<file path="config.mk">
export PLATFORM = sky130hd
export DESIGN_NAME = pc_sequencer
export DESIGN_NICKNAME = d
export VERILOG_FILES = /design/src/rtl/pc_sequencer_pkg.sv /design/src/rtl/pc_next_logic.sv /design/src/rtl/pc_sequencer.sv
export SDC_FILE = /design/constraint.sdc
export NUM_CORES = 1
export LEC_CHECK = 0
export ABC_AREA = 1
export CAP_MARGIN = 20
export CORE_AREA = 3 3 50 47
export CTS_CLUSTER_SIZE = 40
export DETAILED_ROUTE_END_ITERATION = 16
export DIE_AREA = 0 0 53 50
export DONT_BUFFER_PORTS = 1
export GPL_TIMING_DRIVEN = 0
export PLACE_DENSITY_LB_ADDON = 0.05
export SLEW_MARGIN = 20
export SYNTH_ARGS = -nofsm -noshare
export SYNTH_HDL_FRONTEND = slang
export SYNTH_SLANG_ARGS = --single-unit
export TNS_END_PERCENT = 50
</file>
<file path="constraint.sdc">
create_clock -name i_clk -period 2.1 [get_ports i_clk]
set_input_delay 0.42 -clock i_clk [delete_from_list [all_inputs] [get_ports i_clk]]
set_output_delay 0.42 -clock i_clk [all_outputs]
set_load 0.05 [all_outputs]
</file>
<file path="src/rtl/pc_sequencer_pkg.sv">
// Shared types and defaults for the LEGv8 PC sequencer.
package pc_sequencer_pkg;

  localparam int unsigned DEFAULT_STEP         = 4;
  localparam int unsigned DEFAULT_RESET_VECTOR = 0;
  localparam int unsigned STATE_W              = 3;

  typedef enum logic [STATE_W-1:0] {
    StIdle   = 3'd0,
    StFetch  = 3'd1,
    StIssue  = 3'd2,
    StHalted = 3'd3,
    StError  = 3'd4
  } state_e;

  typedef enum logic [1:0] {
    PcHold   = 2'd0,
    PcInc    = 2'd1,
    PcBranch = 2'd2
  } pc_sel_e;

endpackage

</file>
<file path="src/rtl/pc_next_logic.sv">
// Combinational next-PC select: hold, sequential step, or step-aligned branch target.
module pc_next_logic
  import pc_sequencer_pkg::*;
#(
  parameter int unsigned ADDR_WIDTH = 8,
  parameter int unsigned STEP       = DEFAULT_STEP
) (
  input  logic [ADDR_WIDTH-1:0] i_pc,
  input  pc_sel_e               i_sel,
  input  logic [ADDR_WIDTH-1:0] i_target,
  output logic [ADDR_WIDTH-1:0] o_pc_next
);

  localparam logic [ADDR_WIDTH-1:0] StepVal   = ADDR_WIDTH'(STEP);
  // STEP is a power of two, so this clears the low log2(STEP) bits.
  localparam logic [ADDR_WIDTH-1:0] AlignMask = ~(StepVal - 1'b1);

  always_comb begin
    o_pc_next = i_pc;
    unique case (i_sel)
      PcInc:    o_pc_next = i_pc + StepVal;
      PcBranch: o_pc_next = i_target & AlignMask;
      default:  o_pc_next = i_pc;
    endcase
  end

endmodule

</file>
<file path="src/rtl/pc_sequencer.sv">
// PC register, fetch/issue FSM and fetch-acknowledge timeout for the LEGv8 front end.
module pc_sequencer
  import pc_sequencer_pkg::*;
#(
  parameter int unsigned ADDR_WIDTH   = 8,
  parameter int unsigned STEP         = DEFAULT_STEP,
  parameter int unsigned RESET_VECTOR = DEFAULT_RESET_VECTOR,
  parameter int unsigned ACK_TIMEOUT  = 15
) (
  input  logic                  i_clk,
  input  logic                  i_reset,
  output logic                  o_fetch_req,
  output logic [ADDR_WIDTH-1:0] o_fetch_addr,
  input  logic                  i_fetch_ack,
  output logic                  o_instr_valid,
  input  logic                  i_stall,
  input  logic                  i_branch_taken,
  input  logic [ADDR_WIDTH-1:0] i_branch_target,
  input  logic                  i_halt,
  output logic [ADDR_WIDTH-1:0] o_pc_out,
  output logic                  o_halted,
  output logic                  o_fetch_err
);

  localparam int unsigned           CntW       = $clog2(ACK_TIMEOUT + 1);
  localparam logic [CntW-1:0]       TimeoutVal = CntW'(ACK_TIMEOUT);
  localparam logic [ADDR_WIDTH-1:0] ResetPc    = ADDR_WIDTH'(RESET_VECTOR);

  state_e                r_state, w_state_d;
  logic [CntW-1:0]       r_cnt, w_cnt_d;
  logic [ADDR_WIDTH-1:0] r_pc, w_pc_next;
  pc_sel_e               w_pc_sel;
  logic                  r_fetch_req, r_instr_valid, r_halted, r_fetch_err;

  pc_next_logic #(
    .ADDR_WIDTH(ADDR_WIDTH),
    .STEP      (STEP)
  ) u_pc_next (
    .i_pc     (r_pc),
    .i_sel    (w_pc_sel),
    .i_target (i_branch_target),
    .o_pc_next(w_pc_next)
  );

  always_comb begin
    w_state_d = r_state;
    w_cnt_d   = r_cnt;
    w_pc_sel  = PcHold;
    unique case (r_state)
      StIdle: w_state_d = StFetch;
      StFetch: begin
        // halt is deliberately not looked at while a request is outstanding
        if (i_fetch_ack) begin
          w_state_d = StIssue;
          w_cnt_d   = '0;
        end else begin
          w_cnt_d = r_cnt + 1'b1;
          if (w_cnt_d == TimeoutVal) w_state_d = StError;
        end
      end
      StIssue: begin
        if (!i_stall) begin
          if (i_halt) begin
            w_state_d = StHalted;
          end else begin
            w_state_d = StFetch;
            w_pc_sel  = i_branch_taken ? PcBranch : PcInc;
          end
        end
      end
      StHalted, StError: w_state_d = r_state;
      default:           w_state_d = StError;
    endcase
  end

  // Outputs are decoded from the next state so they are registered yet aligned with r_state.
  always_ff @(posedge i_clk or posedge i_reset) begin
    if (i_reset) begin
      r_state       <= StIdle;
      r_cnt         <= '0;
      r_pc          <= ResetPc;
      r_fetch_req   <= 1'b0;
      r_instr_valid <= 1'b0;
      r_halted      <= 1'b0;
      r_fetch_err   <= 1'b0;
    end else begin
      r_state       <= w_state_d;
      r_cnt         <= w_cnt_d;
      r_pc          <= w_pc_next;
      r_fetch_req   <= (w_state_d == StFetch);
      r_instr_valid <= (w_state_d == StIssue);
      r_halted      <= (w_state_d == StHalted);
      r_fetch_err   <= (w_state_d == StError);
    end
  end

  assign o_fetch_req   = r_fetch_req;
  assign o_fetch_addr  = r_pc;
  assign o_pc_out      = r_pc;
  assign o_instr_valid = r_instr_valid;
  assign o_halted      = r_halted;
  assign o_fetch_err   = r_fetch_err;

endmodule
</file>
==> metrics.md, run 1 <==
| Metric | Value |
|---|---|
| Status | finished clean |
| Vias | 796 |
| Sequential cell area fraction in the yosys report | between 40% and 50% |
| Starting Density | 53.1% |
| Tot GR Track Use | 16.2% |
| Part of the power in combinational logic | under 10% |
| Cell with the most instances after synthesis | nand2_1 |
| Hold Fails Final Rpt | 0 |
| First-pass GRT wire length | 3170 um |
| Post-Syn Area | 1010 um^2 |
| Netlist cell types | 25 |
| CTS tree | built |
| Fraction of layout cells with a size suffix above 1 | 17.9% |
| ANT nets after route | 0 |
| Hold buffer count at cts | 0 |
| Pwr dens | 499 nW/um^2 |
| Number of global-route vias before repair | 738 |
| Clk_skew | 0.00764 ns |
| Post-synth ARST share | 100% |
| Final setup viols | 0 |
| Nature of the critical path endpoint | flip-flop |
| Fin crit share | between 90% and 100% |
| Worst slew margin | approximately 57% |
| Nets | between 150 and 200 |
| CORE AREA | 1900 um^2 |
| Fin crit period | 1.90 ns |
| First drt pass iteration count | 4 |
| Syn avg cell area | 7.87 um^2 |
| Clk pin slew, worst setup/hold paths | approximately 0.10 ns |
| Min-delay worst type | in -> async |
| Max-cap violations | 0 |
| Crit path from | r_state[1]$_DFF_PP0_ |
| Slew @ Worst Pin | 0.644 ns |
| GPL Wtd Cong | 0.839 |
| Total Die Area | 2650 um^2 |
| Synth area leaders | dfrtp_1, nand2_1, buf_4 |
| Die Width | about 53 um |
| Clk sinks | 17 |
| Leak | 0.588 nW |
| Iteration-0 DRC Markers | 16 |
| Startpoint Class | flip-flop |
| Setup slack, reg-to-reg | 0.20 ns |
| Area grow syn2layout | 6.46% |
| FF-to-FF path depth | 9 |
| Internal power | 0.000407 W |
| Post-synth EDFFs | 0 |
| Routed WL per cell | 11.9 um |
| RSZ-0062 raised after global routing | no |
| Mapped Cells | 128 |
| Synth top area share | 42.2% |
| I/O Buffers | 0 |
| Area leader, netlist | dfrtp_1 |
| Initial antenna violation count | 0 |
| Fin Setup TNS | 0 ns |
| Fmax | 526 MHz |
| Worst setup path end | o_fetch_addr[4]$_DFFE_PP0P_ |
| Maximum vdd drop | 0.310 mV |
| Core Rows | 15 |
| Slew Limit Fails | 0 |
| Pre-CTS setup slack | 0.0885 ns |
| Dominant synthesized flop cell | dfrtp_1 |
| CTS Buf Count | 3 |
| Switching Fraction | 23.9% |
| Worst r2r src | r_state[1]$_DFF_PP0_ |
| Skew-Pair Late Insertion Delay | 0.29 ns |
| Io pins | 34 |
| DR vias/cell | 5.01 |
| CP max FO | 8 |
| Die Ht | 50 um |
| Final WS setup | 0.199 ns |
| Final HPWL DP | 1430 um |
| Total gr overflow | 0 |
| Syn. warnings | 0 |
| Power, Total | 0.000535 W |
| Sequential Power Share | 61.1% |
| Kind of critical path | reg -> reg |
| Drt total wl | ~1900 um |
| Top post-synthesis cells by count | nand2_1, dfrtp_1, inv_1 |
| CTS H-tree depth | 1 |
| Clock Tree Root | clkbuf_4 |
| #FFs+latches synth | 17 |
| Diode count | 0 |
| Worst EP required | 2.29 ns |
| Clock buffer depth | 2 |
| Clock group share of total power | about 33% |
| Sw power | 0.000128 W |
| WP data arrival | 2.09 ns |
| R2R Path End | o_fetch_addr[4]$_DFFE_PP0P_ |
| DRC | 0 |
| Largest net degree at the start of global routing | 18 |
-- cell usage in the layout (no fill, tap or decap) --
master	synthesis	layout
inv_2	5	6
ha_1	4	4
a21oi_1	6	6
nor2_2	1	1
nor3b_1	1	1
o22ai_1	3	3
buf_4	10	10
nand3b_1	1	1
inv_1	15	14
a22oi_4	1	1
xor2_1	1	1
nor2_4	1	1
o21ai_0	9	9
buf_2	1	1
nand4_1	1	1
clkbuf_4	0	3
a31oi_1	1	1
nand3_2	1	1
o211ai_1	1	1
nor2_1	13	13
o21ai_1	1	1
clkbuf_1	1	1
dfrtp_1	17	17
nand2_1	25	25
conb_1	1	4
nand3_1	7	7
-- flip-flops by register name, indices dropped and copies added (netlist names) --
register / count
o_fetch_addr: 6
o_fetch_err: 1
o_fetch_req: 1
o_halted: 1
o_instr_valid: 1
r_cnt: 4
r_state: 3
-- power groups by stage --
stage / logic, W / registers [W] / clock network, W
after global routing: 0.0000336 / 0.000327 / 0.000201
after floorplan: 0.0000288 / 0.000334 / 0
final: 0.0000309 / 0.000327 / 0.000177
after global placement: 0.0000311 / 0.000334 / 0
after CTS: 0.0000313 / 0.000327 / 0.000187
after detailed placement: 0.0000312 / 0.000334 / 0
-- worst max-delay path, stage by stage, from the launching register on --
cell and delay, ns:
dfrtp_1 0.41, inv_2 0.07, nor2_2 0.19, nand3_1 0.13, nor3b_1 0.23, ha_1 0.37, inv_2 0.14, nand2_1 0.06
o22ai_1 0.16, inv_1 0.05
-- logic make-up after synthesis --
| kind of cell | after synthesis | synth area share, % |
|---|---|---|
| xor+xnor | 1 | 0.870 |
| flops | 17 | 42.2 |
| other cells | 1 | 0.372 |
| compound gates | 22 | 13.3 |
| fa+ha+maj | 4 | 4.97 |
| simple gates | 51 | 22.5 |
| buf+inv | 32 | 15.8 |
-- final cells by class --
type | instances | area [um^2]
well taps | 25 | 31.3
fillers | 193 | 823
plain buffers | 11 | 80.1
clock buffers | 4 | 26.3
inverters | 20 | 75.1
multi-input cells | 82 | 434
flip-flops and latches | 17 | 425
-- metal layers --
layer	vias to the layer above	part of all wire (%)	global-route usage, %	routed length [um]
met5	-	0	0	0
met4	0	0.90	5.11	17
met3	2	8.1	6.04	153
met2	27	43	23.8	815
met1	363	48	21.8	904
li1	404	-	-	-
-- metrics by stage --
step / utilization, % / hold WS (ns) / instance area, um^2 / instances
after floorplan: - / 0.346 / 1020 / 131
after global placement: 55.4 / 0.439 / 1050 / 156
after detailed placement: 55.4 / 0.439 / 1050 / 156
after CTS: 56.8 / 0.113 / 1080 / 160
after global routing: 56.6 / 0.118 / 1070 / 159
final: 56.6 / 0.0893 / 1070 / 159
-- worst min path at each step --
stage	startpoint	to	slack (ns)	depth (start not counted)
3_3_place_gp	i_reset	o_fetch_addr[2]$_DFFE_PP0P_	0.44	1
6_report	i_reset	o_fetch_err$_DFF_PP0_	0.09	1
5_1_grt	i_reset	o_fetch_err$_DFF_PP0_	0.12	1
4_1_cts	i_reset	o_fetch_err$_DFF_PP0_	0.11	1
3_5_place_dp	i_reset	o_fetch_err$_DFF_PP0_	0.44	1
2_1_floorplan	i_reset	o_fetch_addr[2]$_DFFE_PP0P_	0.35	1
-- repair_timing --
action	CTS	global route
endpoints found under the setup margin	0	4
setup buffers	0	0
resized for setup	0	1
Power figures use the tool's default switching activity.
==> inputs of run 2 (changes only) <==
--- a/config.mk
+++ b/config.mk
@@ -7,10 +7,12 @@
 export LEC_CHECK = 0
 export ABC_AREA = 1
 export CAP_MARGIN = 20
-export CORE_AREA = 3 3 50 47
+export CELL_PAD_IN_SITES_DETAIL_PLACEMENT = 1
+export CELL_PAD_IN_SITES_GLOBAL_PLACEMENT = 1
+export CORE_AREA = 2 2 55 51
 export CTS_CLUSTER_SIZE = 40
 export DETAILED_ROUTE_END_ITERATION = 16
-export DIE_AREA = 0 0 53 50
+export DIE_AREA = 0 0 57 53
 export DONT_BUFFER_PORTS = 1
 export GPL_TIMING_DRIVEN = 0
 export PLACE_DENSITY_LB_ADDON = 0.05
==> run 2 against run 1 <==
Setup slack improved by 0.060 ns; largest power group unchanged; first-iteration DRC count increased by 56%; combinational power about the same; via count increased by 2.3%; core utilization decreased by 12 points; final area increased by 0.82%; die area increased by 14%; clock skew increased by 0.00073 ns; critical path depth increased by 2; clock-buffer cell count unchanged.
==> metrics.md, run 2 (same netlist as run 1, synthesis figures left out) <==
| Metric | Value |
|---|---|
| Status | finished clean |
| CP max FO | 10 |
| CTS H-tree depth | 1 |
| Pwr dens | 494 nW/um^2 |
| Die Ht | between 50 and 60 um |
| Skew-Pair Late Insertion Delay | 0.29 ns |
| I/O Buffers | 0 |
| Fmax | between 500 and 600 MHz |
| Fin crit share | 87.7% |
| Fill cells | 313 |
| DR vias/cell | 5.02 |
| Fraction of layout cells with a size suffix above 1 | 17.9% |
| Fin crit period | about 1.8 ns |
| Largest net degree at the start of global routing | 18 |
| ANT nets after route | 0 |
| Number of global-route vias before repair | between 800 and 900 |
| Total gr overflow | 0 |
| Drt total wl | between 2000 and 2500 um |
| DRC | 0 |
| Hold Worst Slack | 0.0979 ns |
| RSZ-0062 raised after global routing | no |
| Final HPWL DP | between 1500 and 2000 um |
| Clock buffer depth | 2 |
| Core Rows | 17 |
| Hold Fails Final Rpt | 0 |
| Area grow syn2layout | 7.33% |
| Min-delay worst type | in -> async |
| Fin Setup TNS | 0 ns |
| Clk sinks | 17 |
| Max reg flops | 6 |
| Routed WL per cell | between 10 and 15 um |
| CORE AREA | 2420 um^2 |
| Maximum vdd drop | roughly 0.26 mV |
| Vias | 814 |
| Most frequent cells in the layout | nand2_1, dfrtp_1, inv_1 |
| Initial antenna violation count | 0 |
| CTS tree | built |
| Io pins | 34 |
| Commonest non-fill, non-tap cell in the layout | nand2_1 |
| Startpoint Class | flip-flop |
| Nets | 153 |
| Worst slew margin | about 56% |
| Nature of the critical path endpoint | flip-flop |
| Worst EP required | between 2 and 2.5 ns |
| Leak | between 0.5 and 0.6 nW |
| GPL Wtd Cong | 0.804 |
| First-pass GRT wire length | between 3000 and 4000 um |
| Starting Density | 41.5% |
| Total Die Area | 3020 um^2 |
| Max-cap violations | 0 |
| First drt pass iteration count | 4 |
| Final setup viols | 0 |
| Clock Tree Root | clkbuf_4 |
| Final Util | 44.6% |
| Clk pin slew, worst setup/hold paths | 0.10 ns |
| Tot GR Track Use | roughly 16% |
| Kind of critical path | reg -> reg |
| Slew @ Worst Pin | 0.657 ns |
| CTS Buf Count | 3 |
| Slew Limit Fails | 0 |
| WP data arrival | a little over 2 ns |
| Iteration-0 DRC Markers | 25 |
| Clk_skew | 0.00837 ns |
| Die Width | 57 um |
| Diode count | 0 |
[run 2: cell count changes in the layout (fill, tap and decap cells not counted)]
cell    change
nor2_4      +1
nor2_2      -1
[run 2: final cells by class]
cell class                      count  area [um^2]  area share, %
Buffer                             11         80.1           7.41
Clock buffer                        4         26.3           2.43
Inverter                           20         75.1           6.94
Multi-Input combinational cell     82          439           40.6
Sequential cell                    17          425           39.4
Tap cell                           28         35.0           3.24
[run 2: metrics by stage]
step | cells | power (W) | setup slack, ns | area (um^2)
floorplan | 131 | 0.000362 | 0.333 | 1020
global placement | 159 | 0.000365 | 0.0989 | 1050
detailed placement | 159 | 0.000365 | 0.0603 | 1050
CTS | 163 | 0.000545 | 0.0441 | 1080
global route | 162 | 0.000561 | 0.0177 | 1080
finish | 162 | 0.000534 | 0.259 | 1080
[run 2: what timing repair did]
| action | in CTS | in global routing |
|---|---|---|
| setup buffers | 0 | 0 |
| resized for setup | 0 | 2 |
| setup endpoints to repair | 0 | 6 |
| hold buffers | 0 | 0 |
[run 2: power breakdown]
| part | total, W | internal, W | switching, W |
|---|---|---|---|
| logic | 0.0000311 | 0.00000646 | 0.0000247 |
| clock network | 0.000176 | 0.0000737 | 0.000102 |
| registers | 0.000327 | 0.000327 | 0 |
| total | 0.000534 | 0.000407 | 0.000126 |
[run 2: routing by layer]
metal / routed length, um / GRT usage, % / up-vias
met4: 14 / 5.81 / 0
li1: - / - / 407
met3: 118 / 3.18 / 2
met1: 1000 / 20.9 / 383
met2: 1030 / 27.8 / 22
met5: 0 / 0 / -
[run 2: critical path, stage by stage (launching register included)]
cell and delay (ns):
dfrtp_1 0.41, inv_2 0.08, nor2_4 0.13, nand3_1 0.11, nor2_1 0.11, nand2_1 0.06
ha_1 0.18, buf_2 0.18, inv_1 0.16, a21oi_1 0.09, o21ai_0 0.17, inv_1 0.06
[run 2: path summary, 6_finish.rpt]
check | startpoint | to | slack, ns | cells past startpoint
worst max-delay path | r_state[1]$_DFF_PP0_ | o_fetch_addr[5]$_DFFE_PP0P_ | 0.26 | 11
worst min-delay path | i_reset | o_fetch_addr[4]$_DFFE_PP0P_ | 0.1 | 1
worst max register to register | r_state[1]$_DFF_PP0_ | o_fetch_addr[5]$_DFFE_PP0P_ | 0.26 | 11
worst min register to register | r_cnt[3]$_DFFE_PP0P_ | r_cnt[3]$_DFFE_PP0P_ | 0.58 | 2
max in group asynchronous | i_reset | r_cnt[0]$_DFFE_PP0P_ | 1.58 | 1
min in group i_clk | i_fetch_ack | r_state[1]$_DFF_PP0_ | 0.29 | 2
